<file path="src/rtl/dlx_pkg.sv">
// rtl/dlx_pkg.sv - shared opcodes, link register and decode FSM encoding
package dlx_pkg;

  localparam logic [5:0] OP_RTYPE = 6'b000000;
  localparam logic [5:0] OP_J     = 6'b000010;
  localparam logic [5:0] OP_JAL   = 6'b000011;
  localparam logic [5:0] OP_BEQ   = 6'b000100;
  localparam logic [5:0] OP_BNE   = 6'b000101;
  localparam logic [5:0] OP_SW    = 6'b101011;

  localparam int LINK_REG = 31;

  typedef enum logic [1:0] {
    ST_BOOT   = 2'd0,
    ST_RUN    = 2'd1,
    ST_SQUASH = 2'd2
  } state_e;

endpackage

</file>
<file path="src/rtl/register_bank.sv">
// rtl/register_bank.sv - 2R1W register file, r0 hardwired to zero
// Optional WB_BYPASS_EN forwards the write port onto matching read ports.
module register_bank
  import dlx_pkg::*;
#(
  parameter int DATA_W = 32,
  parameter int REG_AW = 5
) (
  input  logic              clock,
  input  logic              reset,
  input  logic              we_i,
  input  logic [REG_AW-1:0] waddr_i,
  input  logic [DATA_W-1:0] wdata_i,
  input  logic [REG_AW-1:0] raddr_a_i,
  input  logic [REG_AW-1:0] raddr_b_i,
  output logic [DATA_W-1:0] rdata_a_o,
  output logic [DATA_W-1:0] rdata_b_o
);

  localparam int NREGS = 2 ** REG_AW;

  logic [DATA_W-1:0] regs_q [NREGS];
  logic              wr_en;

  assign wr_en = we_i && (waddr_i != '0);

  always_ff @(posedge clock) begin
    if (reset) begin
      for (int i = 0; i < NREGS; i++) regs_q[i] <= '0;
    end else if (wr_en) begin
      regs_q[waddr_i] <= wdata_i;
    end
  end

  always_comb begin
    rdata_a_o = (raddr_a_i == '0) ? '0 : regs_q[raddr_a_i];
    rdata_b_o = (raddr_b_i == '0) ? '0 : regs_q[raddr_b_i];
`ifdef WB_BYPASS_EN
    if (wr_en && (waddr_i == raddr_a_i)) rdata_a_o = wdata_i;
    if (wr_en && (waddr_i == raddr_b_i)) rdata_b_o = wdata_i;
`endif
  end

endmodule

</file>
<file path="src/rtl/instruction_decode.sv">
// rtl/instruction_decode.sv - ID stage: PC alignment, decode, branch resolve, ID/EX register
// Build option WB_BYPASS_EN enables write-back bypass inside register_bank.
module instruction_decode
  import dlx_pkg::*;
#(
  parameter int PC_W   = 10,
  parameter int DATA_W = 32,
  parameter int REG_AW = 5
) (
  input  logic              clock,
  input  logic              reset,
  input  logic [31:0]       instruc_reg,
  input  logic [PC_W-1:0]   PC_plus_1,
  input  logic              wb_we,
  input  logic [REG_AW-1:0] wb_addr,
  input  logic [DATA_W-1:0] wb_data,
  output logic              PC_sel,
  output logic [PC_W-1:0]   jump_address,
  output logic              ex_valid,
  output logic [5:0]        ex_opcode,
  output logic [5:0]        ex_funct,
  output logic [DATA_W-1:0] ex_rs_data,
  output logic [DATA_W-1:0] ex_rt_data,
  output logic [DATA_W-1:0] ex_imm,
  output logic [REG_AW-1:0] ex_dest,
  output logic              ex_reg_write,
  output logic [PC_W-1:0]   ex_link_pc
);

  state_e            state_q, state_d;
  logic [PC_W-1:0]   pc_q;
  logic [5:0]        opcode, funct;
  logic [REG_AW-1:0] rs, rt, rd, dest;
  logic [DATA_W-1:0] imm_ext, rs_data, rt_data;
  logic              cur_valid, is_rtype, is_j, is_jal, is_beq, is_bne, is_sw;
  logic              eq, take, reg_write;

  register_bank #(.DATA_W(DATA_W), .REG_AW(REG_AW)) u_regs (
    .clock     (clock),
    .reset     (reset),
    .we_i      (wb_we),
    .waddr_i   (wb_addr),
    .wdata_i   (wb_data),
    .raddr_a_i (rs),
    .raddr_b_i (rt),
    .rdata_a_o (rs_data),
    .rdata_b_o (rt_data)
  );

  assign opcode  = instruc_reg[31:26];
  assign funct   = instruc_reg[5:0];
  assign rs      = instruc_reg[21 +: REG_AW];
  assign rt      = instruc_reg[16 +: REG_AW];
  assign rd      = instruc_reg[11 +: REG_AW];
  assign imm_ext = {{(DATA_W-16){instruc_reg[15]}}, instruc_reg[15:0]};

  assign is_rtype = (opcode == OP_RTYPE);
  assign is_j     = (opcode == OP_J);
  assign is_jal   = (opcode == OP_JAL);
  assign is_beq   = (opcode == OP_BEQ);
  assign is_bne   = (opcode == OP_BNE);
  assign is_sw    = (opcode == OP_SW);

  // Gating with reset keeps PC_sel low while reset is held in any state.
  assign cur_valid = (state_q == ST_RUN) && !reset;
  assign eq        = (rs_data == rt_data);
  assign take      = cur_valid && (is_j || is_jal || (is_beq && eq) || (is_bne && !eq));

  assign PC_sel = take;

  always_comb begin
    jump_address = '0;
    if (take) begin
      if (is_j || is_jal) jump_address = instruc_reg[PC_W-1:0];
      else                jump_address = pc_q + imm_ext[PC_W-1:0];
    end
  end

  always_comb begin
    dest = rt;
    if (is_rtype)    dest = rd;
    else if (is_jal) dest = REG_AW'(LINK_REG);
  end

  assign reg_write = !(is_sw || is_beq || is_bne || is_j) && (dest != '0) && cur_valid;

  always_comb begin
    state_d = state_q;
    case (state_q)
      ST_BOOT:   state_d = ST_RUN;
      ST_RUN:    if (take) state_d = ST_SQUASH;
      ST_SQUASH: state_d = ST_RUN;
      default:   state_d = ST_BOOT;
    endcase
  end

  always_ff @(posedge clock) begin
    if (reset) begin
      state_q      <= ST_BOOT;
      pc_q         <= '0;
      ex_valid     <= 1'b0;
      ex_opcode    <= '0;
      ex_funct     <= '0;
      ex_rs_data   <= '0;
      ex_rt_data   <= '0;
      ex_imm       <= '0;
      ex_dest      <= '0;
      ex_reg_write <= 1'b0;
      ex_link_pc   <= '0;
    end else begin
      state_q      <= state_d;
      pc_q         <= PC_plus_1;
      ex_valid     <= cur_valid;
      ex_opcode    <= opcode;
      ex_funct     <= funct;
      ex_rs_data   <= rs_data;
      ex_rt_data   <= rt_data;
      ex_imm       <= imm_ext;
      ex_dest      <= dest;
      ex_reg_write <= reg_write;
      ex_link_pc   <= pc_q;
    end
  end

endmodule

</file>
<file path="config.mk">
export PLATFORM = sky130hd
export DESIGN_NAME = instruction_decode
export DESIGN_NICKNAME = d
export VERILOG_FILES = /design/src/rtl/dlx_pkg.sv /design/src/rtl/register_bank.sv /design/src/rtl/instruction_decode.sv
export SDC_FILE = /design/constraint.sdc
export NUM_CORES = 2
export LEC_CHECK = 0
export ABC_AREA = 1
export CAP_MARGIN = 20
export CELL_PAD_IN_SITES_DETAIL_PLACEMENT = 1
export CELL_PAD_IN_SITES_GLOBAL_PLACEMENT = 1
export CORE_MARGIN = 1
export CORE_UTILIZATION = 42
export CTS_CLUSTER_DIAMETER = 150
export DETAILED_ROUTE_END_ITERATION = 16
export HOLD_SLACK_MARGIN = 0.12
export PLACE_DENSITY_LB_ADDON = 0.1
export SLEW_MARGIN = 10
export SYNTH_ARGS = -nofsm -noshare
export SYNTH_HDL_FRONTEND = slang
export SYNTH_SLANG_ARGS = --single-unit
</file>
<file path="constraint.sdc">
create_clock -name clock -period 4.5 [get_ports clock]
set_input_delay 0.45 -clock clock [delete_from_list [all_inputs] [get_ports clock]]
set_output_delay 0.45 -clock clock [all_outputs]
set_load 0.02 [all_outputs]
</file>
==> impl_metrics.yaml <==
final_layout:
  stdcell_count: 10100
  nets: 8145
  register_area_um2: 33100
  multi_input_area_um2: 24600
  fin_area_um2: 73200
  fillers: 17200
  syn_to_final_growth_pct: 19.3
  drive_gt1_frac: 0.100
floorplan:
  die_x_um: 384
  die-area_um2: 148000
  core-area_um2: 144000
  io_pins: 218
  die_h_um: 384
  start_util: 0.425
  fp-row-count: 139
worst_hold_path:
  hold_path.class: "in -> reg"
  hp-start: "reset"
timing:
  fin_crit_ps: 4460
  slew_violations: 0
  max_freq_ghz: 0.224
  slew_headroom: 0.281
  setup_ws_ps: 39.2
  hold_violations: 0
  report.final.setup_viol: 0
  tightest_slew_ps: 1080
  fin_skew_ps: 26.4
  period_share: 0.991
route:
  wirelength_um: 284000
  initialDrtViolationCount: 7807
  drc_errors: 0
  post_drt_via_cell_ratio: 6.04
  vias: 60800
  ant_nets: 0
  dr.pass1.iters: 6
  wl_per_cell_um: 28.3
global_routing:
  antenna_found_initial: 10
  grt_pass1_vias: 60000
  grt_pass1_wl_um: 407000
  grt.total_usage: 0.378
  grt_max_degree: 75
  grt_overflow: 0
yosys:
  synth_edf_count: 1024
  syn_area_per_cell_um2: 7.84
  synth_cells: 7832
  synth_seq_area_share: 0.539
  synth_cell_types: 38
  async_flop_share: 0
  syn-cell-area_um2: 61400
  ys_ff_latch: 1139
  yosysWarnings: 0
  ys.flop_type: "edfxtp_1"
outcome:
  status: "completed"
run:
  maxCapViolations: 0
clocking:
  clock_path_buffers: 3
  cts_tree: "yes"
  cts.htree.levels: 4
  cts_sinks: 1139
  clk_pin_slew_ps: 60
  cts_made_buffers: 136
  root_buffer: "clkbuf_16"
  clk-insertion-delay-late_ps: 790
critical_path:
  crit_arrival_ps: 4010
  r2r_start: "u_regs.regs_q[30][17]"
  startpoint_type: "input port"
  critPathRequiredTime_ps: 4050
  cp_max_fo: 54
  crit_type: "in -> out"
  crit_path_start: "instruc_reg[21]"
  endpoint_kind: "output pin"
placed_design:
  gp_congestion: 0.912
  hpwlAfterDp_um: 183000
  io_buffers: 217
  placedCellCount: 9812
  placed_cell_area_um2: 68600
  pre_cts_ws_ps: -400
power:
  power_per_cell_area_nw_per_um2: 387
  total_power_w: 0.0283
  peakVddDrop_uv: 400
  p_leak_nw: 30.8
## through the flow
step	hold WS, ps	util	TNS (ps)
after floorplan	407	-	0
after global placement	416	0.474	-2420
final	158	0.507	0
after global routing	193	0.507	-2.43
after CTS	145	0.506	0
after detailed placement	424	0.475	-3860
## worst max-delay path: stages
cell and delay, ps:
buf_8 170, buf_12 320, buf_12 320, nor2_1 80
nor2_1 90, o21ai_0 110, o211ai_1 130, nand3_1 200
nand2_1 130, inv_1 50, nor2_1 110, nand2_1 60
nand2_1 140, nand2_1 90, nor2_1 100, nand2_1 90
nor2_4 180, buf_12 140, nand2_1 130, nand2_2 130
nand3_4 150, nand2_8 140, nor2_2 50, dlygate4sd2_1 330
## registers in the layout, summed over array words and instances (netlist names)
name,count
ex_dest,5
ex_funct,5
ex_imm,11
ex_link_pc,10
ex_opcode,6
ex_reg_write,1
ex_rs_data,32
ex_rt_data,32
ex_valid,1
pc_q,10
state_q,2
u_regs.regs_q,1024
## cell families (layout without fill, tap and decap cells)
kind of cell | Yosys count | in the layout | share of synthesized area
adders and majority gates | 10 | 10 | 0.00216
AOI/OAI and AO/OA | 524 | 524 | 0.0443
buffers and inverters | 906 | 1199 | 0.0669
xor gates and xnor gates | 6 | 6 | 0.000856
other | 1 | 40 | 0.0000611
and+or+nand+nor | 5246 | 5247 | 0.347
DFF | 1139 | 1139 | 0.539
## power breakdown
part / leakage [nW] / switching [W] / internal (W)
Combinational: 17.9 / 0.00313 / 0.00146
Clock: 2.14 / 0.00472 / 0.00653
Sequential: 10.7 / 0.000333 / 0.0121
## final timing paths
kind / end / slack (ps) / cells past startpoint
max: jump_address[5] / 40 / 24
max reg2reg: state_q[1] / 1370 / 22
min: pc_q[3] / 160 / 2
min reg2reg: ex_link_pc[4] / 430 / 2
## cell usage after synthesis (all sizes together) (2+ instances only)
cell type	instances	area share
a211oi	2	0.00024
a21oi	93	0.0076
buf	385	0.035
clkbuf	289	0.018
dfxtp	115	0.038
edfxtp	1024	0.50
ha	9	0.0018
inv	231	0.014
nand2	2136	0.13
nand3	1209	0.099
nand4	5	0.00051
nor2	1860	0.11
nor2b	8	0.00082
nor3	21	0.0017
o211ai	30	0.0037
o21ai	390	0.032
o21bai	2	0.00024
o22ai	7	0.00071
or2	3	0.00031
xnor2	2	0.00029
xor2	4	0.00057
## routing by layer
layer	vias up	routed length, um	GRT usage
met3	728	31400	0.0804
li1	26100	-	-
met5	-	31	0
met1	30400	113000	0.507
met2	3545	128000	0.596
met4	4	12100	0.151
## area by class of cell
cell class,count,area share
Sequential cell,1139,0.452
Multi-Input combinational cell,5819,0.336
Timing Repair Buffer,725,0.107
Clock buffer,178,0.0515
Tap cell,1903,0.0325
Inverter,232,0.0125
Clock inverter,64,0.00860
Antenna cell,8,0.000273
## cell usage in the layout, fill, tap and decap left out, types with 31 or more instances in the layout
master / n
clkdlybuf4s50_1: 195
conb_1: 32
a21oi_1: 90
o21ai_0: 365
clkbuf_16: 146
dfxtp_1: 115
buf_12: 130
nand2_1: 2067
nand3_1: 1205
inv_1: 221
edfxtp_1: 1024
nand2_2: 67
buf_4: 370
nor2_1: 1844
clkbuf_1: 31
## repair_timing
action / CTS / global route
hold endpoints to repair: 0 / 0
pin swaps: 2 / 4
cloned: 1 / 1
resized for setup: 22 / 30
buffers inserted: 2 / 0
endpoints found under the setup margin: 11 / 11
hold buffers: 0 / 0
Note: power is estimated with default switching activity, not from simulation.
